[config.mk]
export PLATFORM = sky130hd
export DESIGN_NAME = vending_machine_param
export DESIGN_NICKNAME = d
export VERILOG_FILES = /design/src/rtl/vending_machine_param.sv
export SDC_FILE = /design/constraint.sdc
export NUM_CORES = 1
export LEC_CHECK = 0
export BUFFER_PORTS_ARGS = -buffer_cell sky130_fd_sc_hd__buf_4
export CAP_MARGIN = 20
export CORE_MARGIN = 2
export CORE_UTILIZATION = 50
export DETAILED_ROUTE_END_ITERATION = 8
export PLACE_DENSITY = 0.81
export SYNTH_ARGS = -nofsm -noshare
export SYNTH_HDL_FRONTEND = slang
export SYNTH_SLANG_ARGS = --single-unit
[constraint.sdc]
create_clock -name clk -period 9.6 [get_ports clk]
set_input_delay 0.48 -clock clk [delete_from_list [all_inputs] [get_ports clk]]
set_output_delay 0.48 -clock clk [all_outputs]
set_load 0.1 [all_outputs]
[src/rtl/vending_machine_param.sv]
// ---------------------------------------------------------------------------
// vending_machine_param
//
// Parametrised vending controller. It sits between the front-panel/payment
// input logic and the dispenser/change-hopper drivers. It has NUM_PROD
// products, a price table fixed by parameter, and per-product stock counters
// that can be restocked. Coins add into a saturating credit register, and
// payment can also be confirmed online. If no coin arrives for a while, the
// credit is refunded automatically.
//
// Ports
//   clk, rst_n          rising-edge clock, asynchronous active-low reset
//   start               begin a transaction (IDLE)
//   cancel              abort (SELECT, PAY)
//   sel_valid/prod_code product selection (SELECT)
//   coin_valid/coin_val single-cycle coin insertion (PAY)
//   online_payment      online payment confirmed (PAY)
//   restock_valid/code/qty  add stock to one product (any state)
//   state               current FSM state
//   dispense_prod/prod_id   dispense pulse and product index
//   prod_price          latched price (PAY and DISPENSE, otherwise 0)
//   credit              accumulated credit
//   change_valid/return_change  change or refund pulse and amount
//   sold_out, sel_error one-cycle selection failure pulses
//   stock_flat          all stock counters, product i at i*STOCK_W
//
// Every output comes either from a register or from a decode of registers.
// No input reaches an output combinationally.
// ---------------------------------------------------------------------------
module vending_machine_param #(
   parameter int NUM_PROD    = 5,
   parameter int CODE_W      = 3,
   parameter int PRICE_W     = 7,
   parameter int CREDIT_W    = 8,
   parameter int STOCK_W     = 4,
   parameter int INIT_STOCK  = 4,
   parameter logic [NUM_PROD*PRICE_W-1:0] PRICES =
      {7'd20, 7'd20, 7'd35, 7'd50, 7'd10},
   parameter int TIMEOUT_CYC = 16
) (
   input  logic                          clk,
   input  logic                          rst_n,
   input  logic                          start,
   input  logic                          cancel,
   input  logic                          sel_valid,
   input  logic [CODE_W-1:0]             prod_code,
   input  logic                          coin_valid,
   input  logic [PRICE_W-1:0]            coin_val,
   input  logic                          online_payment,
   input  logic                          restock_valid,
   input  logic [CODE_W-1:0]             restock_code,
   input  logic [STOCK_W-1:0]            restock_qty,
   output logic [2:0]                    state,
   output logic                          dispense_prod,
   output logic [CODE_W-1:0]             prod_id,
   output logic [PRICE_W-1:0]            prod_price,
   output logic [CREDIT_W-1:0]           credit,
   output logic                          change_valid,
   output logic [CREDIT_W-1:0]           return_change,
   output logic                          sold_out,
   output logic                          sel_error,
   output logic [NUM_PROD*STOCK_W-1:0]   stock_flat
);

   localparam logic [2:0] ST_IDLE     = 3'd0;
   localparam logic [2:0] ST_SELECT   = 3'd1;
   localparam logic [2:0] ST_PAY      = 3'd2;
   localparam logic [2:0] ST_DISPENSE = 3'd3;
   localparam logic [2:0] ST_REFUND   = 3'd4;

   localparam int TMR_W = (TIMEOUT_CYC > 1) ? $clog2(TIMEOUT_CYC) : 1;
   localparam logic [TMR_W-1:0]    TMR_LAST   = TMR_W'(TIMEOUT_CYC - 1);
   localparam logic [CREDIT_W-1:0] CREDIT_MAX = {CREDIT_W{1'b1}};
   localparam logic [STOCK_W-1:0]  STOCK_MAX  = {STOCK_W{1'b1}};
   localparam logic [STOCK_W-1:0]  STOCK_INIT = STOCK_W'(INIT_STOCK);

   // Looks up the price of a product code in the packed price table.
   function automatic logic [PRICE_W-1:0] price_of(input logic [CODE_W-1:0] code);
      logic [PRICE_W-1:0] p;
      p = {PRICE_W{1'b0}};
      for (int i = 0; i < NUM_PROD; i++) begin
         p = (code == CODE_W'(i)) ? PRICES[i*PRICE_W +: PRICE_W] : p;
      end
      return p;
   endfunction

   // Adds a coin to the credit and clamps the result at the all-ones value.
   function automatic logic [CREDIT_W-1:0] credit_add(input logic [CREDIT_W-1:0] a,
                                                      input logic [PRICE_W-1:0]  b);
      logic [CREDIT_W:0] s;
      s = {1'b0, a} + (CREDIT_W+1)'(b);
      return s[CREDIT_W] ? CREDIT_MAX : s[CREDIT_W-1:0];
   endfunction

   // Computes the next stock value. The restock and the dispense decrement are
   // combined first, and only the net result is saturated, so that
   // max + qty - 1 still clamps to max.
   function automatic logic [STOCK_W-1:0] stock_next(input logic [STOCK_W-1:0] old,
                                                     input logic [STOCK_W-1:0] qty,
                                                     input logic               inc,
                                                     input logic               dec);
      logic [STOCK_W:0] t;
      t = {1'b0, old} + (inc ? {1'b0, qty} : {(STOCK_W+1){1'b0}});
      t = (dec && (t != {(STOCK_W+1){1'b0}})) ? (t - (STOCK_W+1)'(1)) : t;
      return t[STOCK_W] ? STOCK_MAX : t[STOCK_W-1:0];
   endfunction

   logic [2:0]          state_r, state_nxt_s;
   logic [CREDIT_W-1:0] credit_r, credit_nxt_s;
   logic [CREDIT_W-1:0] change_r, change_nxt_s;
   logic [TMR_W-1:0]    timer_r, timer_nxt_s;
   logic [CODE_W-1:0]   prod_r, prod_nxt_s;
   logic [PRICE_W-1:0]  price_r, price_nxt_s;
   logic                sold_out_r, sold_out_nxt_s;
   logic                sel_error_r, sel_error_nxt_s;
   logic [STOCK_W-1:0]  stock_r     [NUM_PROD];
   logic [STOCK_W-1:0]  stock_nxt_s [NUM_PROD];

   logic [CREDIT_W-1:0] sum_s;
   logic [CREDIT_W-1:0] price_ext_s;
   logic [STOCK_W-1:0]  sel_stock_s;
   logic                code_ok_s;

   // Builds the PAY-state credit sum, the widened price, and the selection
   // checks. The stock check reads the registered value, so a restock in the
   // same cycle does not change the result.
   always_comb begin
      sum_s       = credit_add(credit_r, coin_valid ? coin_val : {PRICE_W{1'b0}});
      price_ext_s = CREDIT_W'(price_r);
      code_ok_s   = (int'(prod_code) < NUM_PROD);
      sel_stock_s = {STOCK_W{1'b0}};
      for (int i = 0; i < NUM_PROD; i++) begin
         sel_stock_s = (prod_code == CODE_W'(i)) ? stock_r[i] : sel_stock_s;
      end
   end

   // FSM state register.
   always_ff @(posedge clk or negedge rst_n) begin
      if (!rst_n) begin
         state_r <= ST_IDLE;
      end else begin
         state_r <= state_nxt_s;
      end
   end

   // Next-state logic and next values of the transaction datapath.
   always_comb begin
      state_nxt_s     = state_r;
      credit_nxt_s    = credit_r;
      change_nxt_s    = change_r;
      timer_nxt_s     = timer_r;
      prod_nxt_s      = prod_r;
      price_nxt_s     = price_r;
      sold_out_nxt_s  = 1'b0;
      sel_error_nxt_s = 1'b0;
      case (state_r)
         ST_IDLE: begin
            credit_nxt_s = {CREDIT_W{1'b0}};
            if (start) begin
               state_nxt_s = ST_SELECT;
            end else begin
               state_nxt_s = ST_IDLE;
            end
         end
         ST_SELECT: begin
            if (cancel) begin
               state_nxt_s = ST_IDLE;
            end else if (sel_valid) begin
               if (!code_ok_s) begin
                  sel_error_nxt_s = 1'b1;
                  state_nxt_s     = ST_IDLE;
               end else if (sel_stock_s == {STOCK_W{1'b0}}) begin
                  sold_out_nxt_s = 1'b1;
                  state_nxt_s    = ST_IDLE;
               end else begin
                  prod_nxt_s  = prod_code;
                  price_nxt_s = price_of(prod_code);
                  timer_nxt_s = {TMR_W{1'b0}};
                  state_nxt_s = ST_PAY;
               end
            end else begin
               state_nxt_s = ST_SELECT;
            end
         end
         ST_PAY: begin
            // On exit, credit keeps the full paid amount until DISPENSE/REFUND ends.
            if (cancel) begin
               change_nxt_s = sum_s;
               credit_nxt_s = sum_s;
               state_nxt_s  = ST_REFUND;
            end else if (online_payment) begin
               change_nxt_s = sum_s;
               credit_nxt_s = sum_s;
               state_nxt_s  = ST_DISPENSE;
            end else if (sum_s >= price_ext_s) begin
               change_nxt_s = sum_s - price_ext_s;
               credit_nxt_s = sum_s;
               state_nxt_s  = ST_DISPENSE;
            end else if (coin_valid) begin
               credit_nxt_s = sum_s;
               timer_nxt_s  = {TMR_W{1'b0}};
               state_nxt_s  = ST_PAY;
            end else if (timer_r == TMR_LAST) begin
               change_nxt_s = credit_r;
               state_nxt_s  = ST_REFUND;
            end else begin
               timer_nxt_s = timer_r + TMR_W'(1);
               state_nxt_s = ST_PAY;
            end
         end
         ST_DISPENSE, ST_REFUND: begin
            credit_nxt_s = {CREDIT_W{1'b0}};
            prod_nxt_s   = {CODE_W{1'b0}};
            price_nxt_s  = {PRICE_W{1'b0}};
            state_nxt_s  = ST_IDLE;
         end
         default: begin
            credit_nxt_s = {CREDIT_W{1'b0}};
            prod_nxt_s   = {CODE_W{1'b0}};
            price_nxt_s  = {PRICE_W{1'b0}};
            timer_nxt_s  = {TMR_W{1'b0}};
            state_nxt_s  = ST_IDLE;
         end
      endcase
   end

   // Transaction datapath registers: credit, change, timeout counter, latched
   // product/price and the selection-failure pulses.
   always_ff @(posedge clk or negedge rst_n) begin
      if (!rst_n) begin
         credit_r    <= {CREDIT_W{1'b0}};
         change_r    <= {CREDIT_W{1'b0}};
         timer_r     <= {TMR_W{1'b0}};
         prod_r      <= {CODE_W{1'b0}};
         price_r     <= {PRICE_W{1'b0}};
         sold_out_r  <= 1'b0;
         sel_error_r <= 1'b0;
      end else begin
         credit_r    <= credit_nxt_s;
         change_r    <= change_nxt_s;
         timer_r     <= timer_nxt_s;
         prod_r      <= prod_nxt_s;
         price_r     <= price_nxt_s;
         sold_out_r  <= sold_out_nxt_s;
         sel_error_r <= sel_error_nxt_s;
      end
   end

   // Next stock per product. An out-of-range restock_code matches no product,
   // so it has no effect.
   always_comb begin
      for (int i = 0; i < NUM_PROD; i++) begin
         stock_nxt_s[i] = stock_next(stock_r[i], restock_qty,
                                     restock_valid && (restock_code == CODE_W'(i)),
                                     (state_r == ST_DISPENSE) && (prod_r == CODE_W'(i)));
      end
   end

   // Per-product stock counters.
   always_ff @(posedge clk or negedge rst_n) begin
      if (!rst_n) begin
         for (int i = 0; i < NUM_PROD; i++) begin
            stock_r[i] <= STOCK_INIT;
         end
      end else begin
         for (int i = 0; i < NUM_PROD; i++) begin
            stock_r[i] <= stock_nxt_s[i];
         end
      end
   end

   // Output decode from the state and datapath registers.
   always_comb begin
      state     = state_r;
      credit    = credit_r;
      sold_out  = sold_out_r;
      sel_error = sel_error_r;
      if (state_r == ST_DISPENSE) begin
         dispense_prod = 1'b1;
         prod_id       = prod_r;
      end else begin
         dispense_prod = 1'b0;
         prod_id       = {CODE_W{1'b0}};
      end
      if ((state_r == ST_PAY) || (state_r == ST_DISPENSE)) begin
         prod_price = price_r;
      end else begin
         prod_price = {PRICE_W{1'b0}};
      end
      if ((state_r == ST_DISPENSE) || (state_r == ST_REFUND)) begin
         change_valid  = 1'b1;
         return_change = change_r;
      end else begin
         change_valid  = 1'b0;
         return_change = {CREDIT_W{1'b0}};
      end
      for (int i = 0; i < NUM_PROD; i++) begin
         stock_flat[i*STOCK_W +: STOCK_W] = stock_r[i];
      end
   end

endmodule

==> impl_metrics.env <==
export IMPL_status="complete, no violations"
export IMPL_synth_distinct_cells=61
export IMPL_power_mw=1.31
export IMPL_synthesis_area_mm2=0.00443
export IMPL_ys_ff_latch=54
export IMPL_io_buffers=76
export IMPL_drive_above_1_share_pct=19.0
export IMPL_syn_nets=574
export IMPL_irDropWorstVdd_mv=0.397
export IMPL_drt_wl_total_um=10800
export IMPL_synth_top_area_cell="dfrtp_1"
export IMPL_chipWidth_um=98.1
export IMPL_core_mm2=0.00868
export IMPL_syn_inst=503
export IMPL_max_slew_margin_pct=51.9
export IMPL_grt_busiest_layer="met2"
export IMPL_via_count=3951
export IMPL_gp_congestion=0.959
export IMPL_ctsLongestPathBuffers=2
export IMPL_rows=34
export IMPL_dp_hpwl_um=8640
export IMPL_arrival_ps=5520
export IMPL_postCtsSetupBuffers=0
export IMPL_synth_top_flop_cell="dfrtp_1"
export IMPL_grt_pass1_wl_um=18200
export IMPL_layout_nets=644
export IMPL_clockRootBuffer="clkbuf_8"
export IMPL_drc=0
export IMPL_grt_overflow_total=0
export IMPL_yosys_warnings=0
export IMPL_grt_use_met1_pct=29.6
export IMPL_gr_usage_all_layers_pct=22.7
export IMPL_synth_area_per_cell_um2=8.81
export IMPL_fmax_ghz=0.188
export IMPL_synthArstFlopShare_pct=100
export IMPL_grt_max_degree=55
export IMPL_drv_slew=0
export IMPL_ant_nets=0
export IMPL_hold_viol=0
export IMPL_grt_pass1_vias=3869
export IMPL_synth_edff_count=0
export IMPL_syn_to_final_growth_pct=17.2
export IMPL_setup_violations_final=0
export IMPL_avgRoutedWirePerCell_um=15.8
export IMPL_grtUsageMet3_pct=4.37
export IMPL_diodes=0
export IMPL_p_leak_nw=2.62
export IMPL_ys_top_cells_by_area="dfrtp_1 28%, ha_1 11%, nand2_1 4.4%"
export IMPL_routed_via_density=5.79
export IMPL_numCtsBuffers=5
export IMPL_worst_pin_slew_ps=718
export IMPL_antenna_found_initial=0
export IMPL_tns_ps=0
export IMPL_powerDensity_mw_per_mm2=252
export IMPL_period_share_pct=55.4
export IMPL_grt_use_met2_pct=38.6
export IMPL_initial_utilization_pct=51.1
export IMPL_chipHeight_um=98.1
export IMPL_synth_most_common_cell="nand2_1"
export IMPL_path_clk_slew_ps=100
export IMPL_period_minus_slack_ps=5320
export IMPL_cts_sinks=54
export IMPL_hold_path_class="in2async"
export IMPL_startpoint_type="flop"
export IMPL_ys_seq_area_share_pct=30.6
export IMPL_h_tree_depth=2
export IMPL_holdBufCountCts=0
export IMPL_io_pins=78
export IMPL_end_kind="flop"
export IMPL_worstPathRequired_ps=9800
export IMPL_synth_common_cells="52 x nand2_1, 49 x dfrtp_1, 45 x inv_1"
export IMPL_rsz0062_at_grt="false"
export IMPL_drt_iter0_drc=185
export IMPL_yosysTopAreaCellShare_pct=27.7
export IMPL_skew_ps=6.78
export IMPL_clk_latency_ps=310
export IMPL_drtPass1Iterations=6
export IMPL_cp_max_fo=15
export IMPL_cts_tree="done"
export IMPL_die_area_mm2=0.00963
export IMPL_path_class="reg2reg"
export IMPL_cts_repair_resized=0
export IMPL_max_cap_violations=0
## stage by stage
step	setup slack (ps)	area (um^2)	hold slack [ps]	cells	utilization, %
finish	4280	5190	179	682	59.8
global route	3900	5190	238	682	59.8
CTS	4300	5190	222	682	59.8
detailed placement	4010	5080	463	674	58.6
global placement	4130	5080	459	674	58.6
floorplan	4790	4430	184	503	-
## routing by layer
metal	part of all wire, %	vias to the layer above
met5	0	-
met4	1.7	0
met3	5.4	22
met2	49	134
met1	44	1899
li1	-	1896
## layout make-up
type / count / area (um^2)
Fill cell: 778 / 3490
Clock buffer: 8 / 110
Sequential cell: 54 / 1360
Inverter: 45 / 169
Tap cell: 108 / 135
Multi-Input combinational cell: 391 / 2850
Timing Repair Buffer: 76 / 571
## layout by cell type (no fill, tap or decap), types with 18 or more instances in the layout
cell type / netlist / routed
a21o_1: 18 / 18
inv_1: 45 / 45
buf_4: 1 / 76
a21oi_1: 24 / 24
nand2_1: 52 / 52
xnor2_1: 19 / 19
and2_1: 30 / 30
ha_1: 39 / 39
nor2_1: 35 / 35
dfrtp_1: 49 / 49
## worst paths after layout
check / to / depth (start not counted) / slack [ps] / from
setup / recovery: timer_r[3]$_DFFE_PN0P_ / 17 / 4280 / credit[0]$_DFFE_PN0P_
hold / removal: credit[7]$_DFFE_PN0P_ / 1 / 180 / rst_n
setup reg to reg: timer_r[3]$_DFFE_PN0P_ / 17 / 4280 / credit[0]$_DFFE_PN0P_
hold reg to reg: change_r[6]$_DFFE_PN0P_ / 2 / 490 / change_r[6]$_DFFE_PN0P_
max in group asynchronous: timer_r[2]$_DFFE_PN0P_ / 1 / 8950 / rst_n
min in group clk: prod_r[0]$_DFFE_PN0P_ / 2 / 480 / prod_code[0]
## critical path, cell delays in order, from the launching register on
cell and delay [ps]:
dfrtp_1 430, ha_1 240, fa_1 420, a21o_1 200
a21o_1 200, nand2_1 70, a21oi_1 100, nor2_1 210
ha_1 200, inv_1 60, fa_1 400, a21o_1 200
a221oi_1 340, nand2_1 120, nand4bb_1 670, o31ai_4 700
o221ai_2 250, a221o_1 390
## state kept, by name, summed over array words and instances, names as in the netlist
name and count:
change_r 8, credit 8, price_r 6, prod_r 3, sel_error 1, sold_out 1
state 3, stock_flat 20, timer_r 4
## cell families after synthesis
logic type	count (synthesis)	synth area share, %
AND/OR/NAND/NOR	190	22.0
AO/OA/AOI/OAI	108	18.3
XOR/XNOR	31	6.13
buffers and inverters	58	5.05
other	1	0.0846
multiplexers	15	3.64
flip-flops	54	30.6
adder cells (fa/ha/maj)	46	14.2
## where the power goes
part	internal, mW	switching (mW)
registers	0.303	0.0688
clock network	0.0730	0.0740
logic	0.227	0.563
total	0.603	0.705
Note: power is estimated with default switching activity, not from simulation.
